File: config.mk
export PLATFORM = sky130hd
export DESIGN_NAME = polaris_gpio_v2
export DESIGN_NICKNAME = d
export VERILOG_FILES = /design/src/rtl/polaris_gpio_pkg.sv /design/src/rtl/polaris_gpio_debounce.sv /design/src/rtl/polaris_gpio_v2.sv
export SDC_FILE = /design/constraint.sdc
export NUM_CORES = 1
export LEC_CHECK = 0
export ABC_AREA = 1
export CORE_MARGIN = 2
export CORE_UTILIZATION = 40
export CTS_CLUSTER_DIAMETER = 40
export DETAILED_ROUTE_END_ITERATION = 8
export PLACE_DENSITY = 0.64
export REMOVE_ABC_BUFFERS = 1
export SLEW_MARGIN = 20
export SYNTH_ARGS = -nofsm -noshare
export SYNTH_HDL_FRONTEND = slang
export SYNTH_HIERARCHICAL = 1
export SYNTH_SLANG_ARGS = --single-unit
File: constraint.sdc
create_clock -name gpio_clock_i -period 1.5 [get_ports gpio_clock_i]
set_input_delay 0.3 -clock gpio_clock_i [delete_from_list [all_inputs] [get_ports gpio_clock_i]]
set_output_delay 0.3 -clock gpio_clock_i [all_outputs]
set_load 0.1 [all_outputs]
File: src/rtl/polaris_gpio_pkg.sv
// rtl/polaris_gpio_pkg.sv - register map, TileLink opcodes and shared helpers for polaris_gpio_v2
package polaris_gpio_pkg;

    localparam logic [3:0] REG_IN       = 4'h0;
    localparam logic [3:0] REG_OUT      = 4'h1;
    localparam logic [3:0] REG_OUT_SET  = 4'h2;
    localparam logic [3:0] REG_OUT_CLR  = 4'h3;
    localparam logic [3:0] REG_OUT_TGL  = 4'h4;
    localparam logic [3:0] REG_OE       = 4'h5;
    localparam logic [3:0] REG_RISE_EN  = 4'h6;
    localparam logic [3:0] REG_FALL_EN  = 4'h7;
    localparam logic [3:0] REG_IRQ_PEND = 4'h8;
    localparam logic [3:0] REG_IRQ_MASK = 4'h9;
    localparam logic [3:0] REG_DEB_DIV  = 4'hA;

    localparam logic [2:0] PUT_FULL        = 3'd0;
    localparam logic [2:0] PUT_PARTIAL     = 3'd1;
    localparam logic [2:0] GET             = 3'd4;
    localparam logic [2:0] ACCESS_ACK      = 3'd0;
    localparam logic [2:0] ACCESS_ACK_DATA = 3'd1;

    localparam logic [15:0] DEB_DIV_RST = 16'h00FF;

    // Expands the 4-bit byte-lane mask into a 32-bit bit mask.
    function automatic logic [31:0] lane_mask(input logic [3:0] mask);
        return {{8{mask[3]}}, {8{mask[2]}}, {8{mask[1]}}, {8{mask[0]}}};
    endfunction

endpackage

File: src/rtl/polaris_gpio_debounce.sv
// rtl/polaris_gpio_debounce.sv - shared prescaler and per-pin 3-sample input filter
// Built only when GPIO_DEBOUNCE_EN is defined.
module polaris_gpio_debounce
    import polaris_gpio_pkg::*;
#(
    parameter int NGPIO = 16
) (
    input  logic             i_clk,
    input  logic             i_rst,
    input  logic [15:0]      i_deb_div,
    input  logic [NGPIO-1:0] i_sync,
    output logic [NGPIO-1:0] o_filt
);

    logic [15:0]           r_cnt;
    logic                  w_tick;
    logic [NGPIO-1:0][2:0] r_samp;
    logic [NGPIO-1:0]      r_filt;

    assign w_tick = (r_cnt == 16'd0);

    always_ff @(posedge i_clk) begin
        if (i_rst) begin
            r_cnt <= DEB_DIV_RST;
        end else if (w_tick) begin
            r_cnt <= i_deb_div;
        end else begin
            r_cnt <= r_cnt - 16'd1;
        end
    end

    // The filtered level only moves once three consecutive tick samples agree.
    always_ff @(posedge i_clk) begin
        if (i_rst) begin
            r_samp <= '0;
            r_filt <= '0;
        end else begin
            for (int i = 0; i < NGPIO; i++) begin
                if (w_tick) begin
                    r_samp[i] <= {r_samp[i][1:0], i_sync[i]};
                end
                if (r_samp[i] == 3'b111) begin
                    r_filt[i] <= 1'b1;
                end else if (r_samp[i] == 3'b000) begin
                    r_filt[i] <= 1'b0;
                end
            end
        end
    end

    assign o_filt = r_filt;

endmodule

File: src/rtl/polaris_gpio_v2.sv
// rtl/polaris_gpio_v2.sv - TileLink-UL GPIO controller with edge interrupts
// Optional input debounce filter is enabled by defining GPIO_DEBOUNCE_EN.
module polaris_gpio_v2
    import polaris_gpio_pkg::*;
#(
    parameter int TL_RS       = 4,
    parameter int NGPIO       = 16,
    parameter int SYNC_STAGES = 2
) (
    input  logic             gpio_clock_i,
    input  logic             gpio_reset_i,
    input  logic [2:0]       gpio_a_opcode,
    input  logic [2:0]       gpio_a_param,
    input  logic [3:0]       gpio_a_size,
    input  logic [TL_RS-1:0] gpio_a_source,
    input  logic [5:0]       gpio_a_address,
    input  logic [3:0]       gpio_a_mask,
    input  logic [31:0]      gpio_a_data,
    input  logic             gpio_a_corrupt,
    input  logic             gpio_a_valid,
    output logic             gpio_a_ready,
    output logic [2:0]       gpio_d_opcode,
    output logic [1:0]       gpio_d_param,
    output logic [3:0]       gpio_d_size,
    output logic [TL_RS-1:0] gpio_d_source,
    output logic             gpio_d_denied,
    output logic [31:0]      gpio_d_data,
    output logic             gpio_d_corrupt,
    output logic             gpio_d_valid,
    input  logic             gpio_d_ready,
    output logic [NGPIO-1:0] outputs_o,
    output logic [NGPIO-1:0] t_o,
    input  logic [NGPIO-1:0] inputs_i,
    output logic             irq_o
);

    logic [SYNC_STAGES-1:0][NGPIO-1:0] r_sync;
    logic [NGPIO-1:0] w_sync;
    logic [NGPIO-1:0] w_in;
    logic [NGPIO-1:0] r_prev;
    logic [NGPIO-1:0] r_out;
    logic [NGPIO-1:0] r_oe;
    logic [NGPIO-1:0] r_rise_en;
    logic [NGPIO-1:0] r_fall_en;
    logic [NGPIO-1:0] r_pend;
    logic [NGPIO-1:0] r_mask;
    logic             r_irq;
    logic [2:0]       r_quiet;

    logic             r_d_valid;
    logic [2:0]       r_d_opcode;
    logic [3:0]       r_d_size;
    logic [TL_RS-1:0] r_d_source;
    logic             r_d_denied;
    logic [31:0]      r_d_data;

    logic             w_accept;
    logic             w_is_get;
    logic             w_is_put;
    logic             w_wr_en;
    logic [3:0]       w_word;
    logic [31:0]      w_lanes;
    logic [31:0]      w_wbits;
    logic [NGPIO-1:0] w_wl;
    logic [NGPIO-1:0] w_wb;
    logic [NGPIO-1:0] w_w1c;
    logic [NGPIO-1:0] w_edges;
    logic [31:0]      w_rdata;
    logic             w_unused;

    always_ff @(posedge gpio_clock_i) begin
        if (gpio_reset_i) begin
            r_sync <= '0;
        end else begin
            r_sync[0] <= inputs_i;
            for (int s = 1; s < SYNC_STAGES; s++) begin
                r_sync[s] <= r_sync[s-1];
            end
        end
    end

    assign w_sync = r_sync[SYNC_STAGES-1];

`ifdef GPIO_DEBOUNCE_EN
    logic [15:0] r_deb_div;

    polaris_gpio_debounce #(
        .NGPIO (NGPIO)
    ) u_debounce (
        .i_clk     (gpio_clock_i),
        .i_rst     (gpio_reset_i),
        .i_deb_div (r_deb_div),
        .i_sync    (w_sync),
        .o_filt    (w_in)
    );
`else
    assign w_in = w_sync;
`endif

    assign gpio_a_ready = ~r_d_valid | gpio_d_ready;
    assign w_accept     = gpio_a_valid & gpio_a_ready;
    assign w_word       = gpio_a_address[5:2];
    assign w_is_get     = (gpio_a_opcode == GET);
    assign w_is_put     = (gpio_a_opcode == PUT_FULL) | (gpio_a_opcode == PUT_PARTIAL);
    assign w_wr_en      = w_accept & w_is_put;
    assign w_lanes      = lane_mask(gpio_a_mask);
    assign w_wbits      = gpio_a_data & w_lanes;
    assign w_wl         = w_lanes[NGPIO-1:0];
    assign w_wb         = w_wbits[NGPIO-1:0];
    assign w_w1c        = (w_wr_en && w_word == REG_IRQ_PEND) ? w_wb : '0;

    always_comb begin
        w_rdata = '0;
        case (w_word)
            REG_IN:       w_rdata = 32'(w_in);
            REG_OUT:      w_rdata = 32'(r_out);
            REG_OE:       w_rdata = 32'(r_oe);
            REG_RISE_EN:  w_rdata = 32'(r_rise_en);
            REG_FALL_EN:  w_rdata = 32'(r_fall_en);
            REG_IRQ_PEND: w_rdata = 32'(r_pend);
            REG_IRQ_MASK: w_rdata = 32'(r_mask);
`ifdef GPIO_DEBOUNCE_EN
            REG_DEB_DIV:  w_rdata = 32'(r_deb_div);
`endif
            default:      w_rdata = '0;
        endcase
    end

    always_ff @(posedge gpio_clock_i) begin
        if (gpio_reset_i) begin
            r_out     <= '0;
            r_oe      <= '0;
            r_rise_en <= '0;
            r_fall_en <= '0;
            r_mask    <= '0;
        end else if (w_wr_en) begin
            case (w_word)
                REG_OUT:      r_out     <= (r_out & ~w_wl) | w_wb;
                REG_OUT_SET:  r_out     <= r_out | w_wb;
                REG_OUT_CLR:  r_out     <= r_out & ~w_wb;
                REG_OUT_TGL:  r_out     <= r_out ^ w_wb;
                REG_OE:       r_oe      <= (r_oe & ~w_wl) | w_wb;
                REG_RISE_EN:  r_rise_en <= (r_rise_en & ~w_wl) | w_wb;
                REG_FALL_EN:  r_fall_en <= (r_fall_en & ~w_wl) | w_wb;
                REG_IRQ_MASK: r_mask    <= (r_mask & ~w_wl) | w_wb;
                default: ;
            endcase
        end
    end

`ifdef GPIO_DEBOUNCE_EN
    always_ff @(posedge gpio_clock_i) begin
        if (gpio_reset_i) begin
            r_deb_div <= DEB_DIV_RST;
        end else if (w_wr_en && w_word == REG_DEB_DIV) begin
            r_deb_div <= (r_deb_div & ~w_lanes[15:0]) | w_wbits[15:0];
        end
    end
`endif

    // Edges stay gated until the synchroniser has flushed the levels present at reset.
    assign w_edges = (r_quiet != 3'd0) ? '0 :
                     ((w_in & ~r_prev & r_rise_en) | (~w_in & r_prev & r_fall_en));

    always_ff @(posedge gpio_clock_i) begin
        if (gpio_reset_i) begin
            r_prev  <= '0;
            r_pend  <= '0;
            r_irq   <= 1'b0;
            r_quiet <= 3'(SYNC_STAGES + 1);
        end else begin
            r_prev <= w_in;
            r_pend <= (r_pend & ~w_w1c) | w_edges;
            r_irq  <= |(r_pend & r_mask);
            if (r_quiet != 3'd0) begin
                r_quiet <= r_quiet - 3'd1;
            end
        end
    end

    always_ff @(posedge gpio_clock_i) begin
        if (gpio_reset_i) begin
            r_d_valid  <= 1'b0;
            r_d_opcode <= ACCESS_ACK;
            r_d_size   <= '0;
            r_d_source <= '0;
            r_d_denied <= 1'b0;
            r_d_data   <= '0;
        end else if (w_accept) begin
            r_d_valid  <= 1'b1;
            r_d_size   <= gpio_a_size;
            r_d_source <= gpio_a_source;
            if (w_is_get) begin
                r_d_opcode <= ACCESS_ACK_DATA;
                r_d_denied <= 1'b0;
                r_d_data   <= w_rdata;
            end else begin
                r_d_opcode <= ACCESS_ACK;
                r_d_denied <= ~w_is_put;
                r_d_data   <= '0;
            end
        end else if (gpio_d_ready) begin
            r_d_valid <= 1'b0;
        end
    end

    assign gpio_d_valid   = r_d_valid;
    assign gpio_d_opcode  = r_d_opcode;
    assign gpio_d_param   = 2'b00;
    assign gpio_d_size    = r_d_size;
    assign gpio_d_source  = r_d_source;
    assign gpio_d_denied  = r_d_denied;
    assign gpio_d_data    = r_d_data;
    assign gpio_d_corrupt = 1'b0;

    assign outputs_o = r_out;
    assign t_o       = ~r_oe;
    assign irq_o     = r_irq;

    assign w_unused = ^{gpio_a_param, gpio_a_corrupt, gpio_a_address[1:0], w_wbits, w_lanes};

endmodule

=== Word-level counts from Yosys, hierarchy flattened ===
Index checks and enable logic that the tools add are counted.

* Bits in read-only memories: 0
* Logic and storage cells: 84
* Latch bits: 0
* Memories: 0
* Memory bits (writable): 0
* Output and inout bits: 82
* Register bits after elaboration: 193

* Shifts and indexed selects: 0
* Add/subtract/negate cells: 1
* Reduce and logical (&&, ||, !) cells: 12
* Bitwise gates (word level): 34
* Muxes and demuxes: 9
* Eq/ne operators: 11
* $lt $le $gt $ge: 0
* Div/mod/pow operators: 0
* Multipliers: 0

{| class="wikitable"
|+ Operators by type and width
! operator !! number
|-
| 16-bit AND || 13
|-
| 16-bit OR || 8
|-
| 16-bit case mux with 7 select lines || 1
|-
| 16-bit NOT || 6
|-
| 16-bit case mux with 4 select lines || 1
|-
| 16-bit two-way mux || 3
|-
| 4-bit by 3-bit == test with 1-bit output (second input constant) || 4
|-
| 16-bit OR reduction || 1
|-
| 16-bit XOR || 1
|-
| 2-bit AND reduction || 5
|-
| 4-bit by 2-bit == test with 1-bit output (second input constant) || 2
|-
| 4-bit == test (second input constant) || 2
|-
| 4-bit by 1-bit == test with 1-bit output (second input constant) || 1
|-
| 4-bit zero test || 1
|-
| 1-bit two-way mux || 4
|-
| 4-bit nonzero test || 1
|-
| 3-bit by 1-bit == test with 1-bit output (second input constant) || 1
|-
| 3-bit == test (second input constant) || 1
|-
| 3-bit zero test || 1
|-
| 3-bit nonzero test || 1
|-
| 3-bit by 1-bit subtractor with 3-bit output (second input constant) || 1
|-
| 1-bit AND || 2
|-
| 1-bit NOT || 2
|-
| 1-bit OR || 2
|-
| 2 further kinds || 2
|}

=== Longest topological paths before layout ===
Gate-level depths: netlist (run 1).

* Depth after elaboration: 9
* Depth in mapped cells: 10
* Depth with buffers taken out: 10

=== Least setup slack after synthesis (run 1) ===
OpenSTA, ideal clock, no wires.

* Path type: flip-flop to flip-flop
* Start point: reg r_d_valid (netlist: gpio_d_valid)
* End point: reg r_out[10] (netlist: outputs_o[10])
* Cell stages (with the launch flop): 8
* Data arrival time: 2.935 ns
* Period minus slack after synthesis: 3.004 ns
* Buffers on the path: 1
* Path slack: -1.504 ns
* Path through: dfxtp_1 nand2_1 nand2_1 nor2_2 nand2_1 clkbuf_1 nor2_1 a21oi_1

* Cells in the longest elaborated chain, start to end: 5

{| class="wikitable"
|+ RTL lines
! item !! line !! source
|-
| start, declared || polaris_gpio_v2.sv:50 || <nowiki>logic r_d_valid;</nowiki>
|-
| start signal, assigned || polaris_gpio_v2.sv:183 || <nowiki>r_d_valid <= 1'b0;</nowiki>
|-
| start signal, assigned || polaris_gpio_v2.sv:190 || <nowiki>r_d_valid <= 1'b1;</nowiki>
|-
| start signal, assigned || polaris_gpio_v2.sv:203 || <nowiki>r_d_valid <= 1'b0;</nowiki>
|-
| 1-bit NOT || polaris_gpio_v2.sv:100 || <nowiki>assign gpio_a_ready = ~r_d_valid | gpio_d_ready;</nowiki>
|-
| 1-bit OR || polaris_gpio_v2.sv:100 ||
|-
| named net gpio_a_ready || polaris_gpio_v2.sv:21 || <nowiki>output logic gpio_a_ready,</nowiki>
|-
| 1-bit AND || polaris_gpio_v2.sv:101 || <nowiki>assign w_accept = gpio_a_valid & gpio_a_ready;</nowiki>
|-
| 1-bit AND || polaris_gpio_v2.sv:105 || <nowiki>assign w_wr_en = w_accept & w_is_put;</nowiki>
|-
| 2-bit AND reduction (no source line) || n/a ||
|-
| end signal, assigned || polaris_gpio_v2.sv:138 || <nowiki>REG_OUT: r_out <= (r_out & ~w_wl) | w_wb;</nowiki>
|-
| end signal, assigned || polaris_gpio_v2.sv:139 || <nowiki>REG_OUT_SET: r_out <= r_out | w_wb;</nowiki>
|-
| end signal, assigned || polaris_gpio_v2.sv:140 || <nowiki>REG_OUT_CLR: r_out <= r_out & ~w_wb;</nowiki>
|-
| end, declared || polaris_gpio_v2.sv:41 || <nowiki>logic [NGPIO-1:0] r_out;</nowiki>
|}

The timed path passes the listed nets, and every way through them passes these cells.
A chain may end at the register's enable or synchronous reset.

=== Final worst setup path (run 1) ===
* Start point: reg r_d_valid (netlist: gpio_d_valid)
* End point: out gpio_d_valid

{| class="wikitable"
|+ RTL lines
! item !! line !! source
|-
| end, declared || polaris_gpio_v2.sv:29 || <nowiki>output logic gpio_d_valid,</nowiki>
|}

No word-level cell between the ends.

==> results.ini, run 1 <==
[yosys]
ys_ff_latch=175
synth.cell_area_um2=8200
avgSynthCellArea_um2=6.57
yosysWarnings=6
seq_area_frac_synth_pct=42.7
synthDistinctLibCells=25
syn_inst=1247

[power]
p_int_mw=7.89
total_power_mw=10.9
p_switching_mw=3.03
pwr-share-comb_pct=15.6
seqPwrFrac_pct=44.1
pwr_density_cell_nw_per_um2=924
switching_share_pct=27.8
p_clk_share_pct=40.2
p_leak_nw=5.28
ir_drop_v=0.000837

[setup_path]
timing.rr.start=gpio_d_valid$_SDFFE_PP0P_
required_ns=1.20
rr_worst_depth=10
worst_setup_path_start_kind=flip-flop
criticalPathCategory=flip-flop to output pin
ff2ff_setup_slack_ns=0.03
cp.arrival_ns=1.20
end_kind=output pin
path_max_fanout=2

[cells_and_area]
layout_common_cells=276 x nand2_1, 275 x nor2_1, 174 x dfxtp_1, 124 x nand3_1, 89 x inv_1
drive_gt1_share_pct=17.7
stdcell_count=1710
final_nets=1525
mostFrequentLayoutCell=nand2_1
n_antenna_cell=0
area_growth_pct=44.1
final_area_um2=11800

[floorplanning]
core_um2=20200
die_h_um=147
dieArea_um2=21700
pin_count=159
initial_utilization_pct=40.6
die_width_um=147
rows=52

[min_path]
holdPathStages=4
hold_path_class=input pin to flip-flop
whs_endpoint=gpio_d_valid$_SDFFE_PP0P_
worstHoldStart=gpio_a_valid

[placement]
place_congestion=0.867
port_buffers=113
placed_cell_area_um2=10800
dp.cells=1673
hpwl_um=17800

[sta]
finalSetupViolCount=0
skew_ns=0.0112
final_hold_viol_count=0
grt_setup_unrepaired=yes
setup_tns_ns=0
maxSlewViolCount=0
max_freq_mhz=668
period_minus_slack_ns=1.50
period_share_pct=99.8
whs_ns=0.325

[cts]
cts_hold_buf=0
cts-root-buf=clkbuf_16
cts.path.max_buffers=2
numCtsBuffers=17
clkSlewWorstSetupHoldPaths_ns=0.06
htreeDepth=4
clkLatencyLatePin_ns=0.44
cts_tree=yes
cts_sinks=175

[global_route]
grt_pass1_wl_um=42200
track_usage_pct=24.6
overflow=0
antenna_found_initial=0
first_global_vias=8018
grt_max_degree=86

[flow_run]
maxCapViolations=0

[routing]
drtAntennaViolNets=0
routed_wl_um=26900
drc_errors=0
vias=8629
wl_per_cell_um=15.7
dr.pass1.iters=5
drt_iter0_drc=785
viasPerCell=5.05

[outcome]
status=complete, no violations

## through the flow
step                      util (%)  worst slack (ns)
after floorplan                  -             -2.05
after global placement        53.6            -0.766
after detailed placement      53.6            -0.854
after CTS                     57.5           -0.0206
after global routing          58.6           -0.0426
final                         58.6           0.00368
## cell type report
class | count | area, µm²
inverter | 105 | 449
timing repair buffer | 218 | 2740
clock buffer | 24 | 482
tap | 270 | 338
clock inverter | 5 | 82.6
fill | 1866 | 8360
sequential | 175 | 3510
multi-input combinational | 913 | 4210
## cells in the mapped netlist
library cell  count  area (µm²)
a22oi_1           1        7.51
clkbuf_1         34         128
o21ai_0         104         521
buf_2            17        85.1
buf_1             3        11.3
buf_4            22         165
conb_1            1        3.75
inv_1            93         349
nand4_1           4        25.0
nand2_1         288        1080
xnor2_1           1        8.76
a21oi_1          51         255
o21ai_1           2        10.0
ha_1             18         225
inv_2            11        41.3
a21oi_2           1        8.76
nor2_1          284        1070
nor2_2            4        25.0
nand3_1         125         626
nand2_2           2        12.5
a22oi_2           1        12.5
clkinv_1          1        3.75
nor3_1            3        15.0
o211ai_1          1        7.51
dfxtp_1         175        3500
## kinds of logic (layout without fill, tap and decap cells)
| group | after synthesis | count (layout) | synth area share (%) |
|---|---|---|---|
| xor+xnor | 1 | 1 | 0.107 |
| simple gates | 710 | 712 | 34.8 |
| buf+inv | 181 | 352 | 9.56 |
| other cells | 1 | 21 | 0.0458 |
| flops | 175 | 175 | 42.7 |
| compound gates | 161 | 161 | 10.0 |
| fa+ha+maj | 18 | 18 | 2.75 |
## what timing repair did
| action | in CTS | in global routing |
|---|---|---|
| setup endpoints to repair | 113 | 80 |
| pin swaps | 11 | 5 |
| cloned | 2 | 1 |
| resized for setup | 73 | 82 |
| setup buffers | 4 | 2 |
## worst max path at each step
stage	slack, ns	startpoint	cells past startpoint	to
floorplan	-2.05	gpio_d_valid$_SDFFE_PP0P_	7	outputs_o[0]$_SDFFE_PP0P_
global placement	-0.77	gpio_a_valid	7	gpio_d_data[14]$_SDFFE_PP0P_
detailed placement	-0.85	gpio_a_opcode[2]	7	gpio_d_data[8]$_SDFFE_PP0P_
CTS	-0.02	gpio_d_valid$_SDFFE_PP0P_	8	flip-flop
global route	-0.04	gpio_d_valid$_SDFFE_PP0P_	10	flip-flop
finish	0.004	gpio_d_valid$_SDFFE_PP0P_	3	gpio_d_valid
## layer usage
| layer | global-route usage (%) | up-vias | part of all wire (%) |
|---|---|---|---|
| li1 | - | 4273 | - |
| met3 | 3.85 | 56 | 7.2 |
| met4 | 9.04 | 0 | 2.5 |
| met5 | 0 | - | 0 |
| met2 | 40.3 | 350 | 46 |
| met1 | 32.8 | 3950 | 44 |
## worst max-delay path, cell delays in order, from the launching register on
cell and delay (ns):
dfxtp_4 0.35, buf_4 0.13, buf_4 0.13, buf_12 0.15
## power by group through the flow
stage	registers [mW]	clock network (mW)	logic, mW
3_5_place_dp	4.92	0	1.62
3_3_place_gp	4.92	0	1.60
5_1_grt	4.83	4.63	1.80
2_1_floorplan	5.12	0	0.641
6_report	4.82	4.39	1.71
4_1_cts	4.82	4.42	1.67
Note: power is estimated with default switching activity, not from simulation.
==> run 2, diff against run 1 <==
--- a/config.mk
+++ b/config.mk
@@ -6,6 +6,7 @@
 export NUM_CORES = 1
 export LEC_CHECK = 0
 export ABC_AREA = 1
+export CAP_MARGIN = 10
 export CORE_MARGIN = 2
 export CORE_UTILIZATION = 40
 export CTS_CLUSTER_DIAMETER = 40
==> results of run 2 <==
Same layout as run 1: the final DEF is identical, and so are final timing and power.
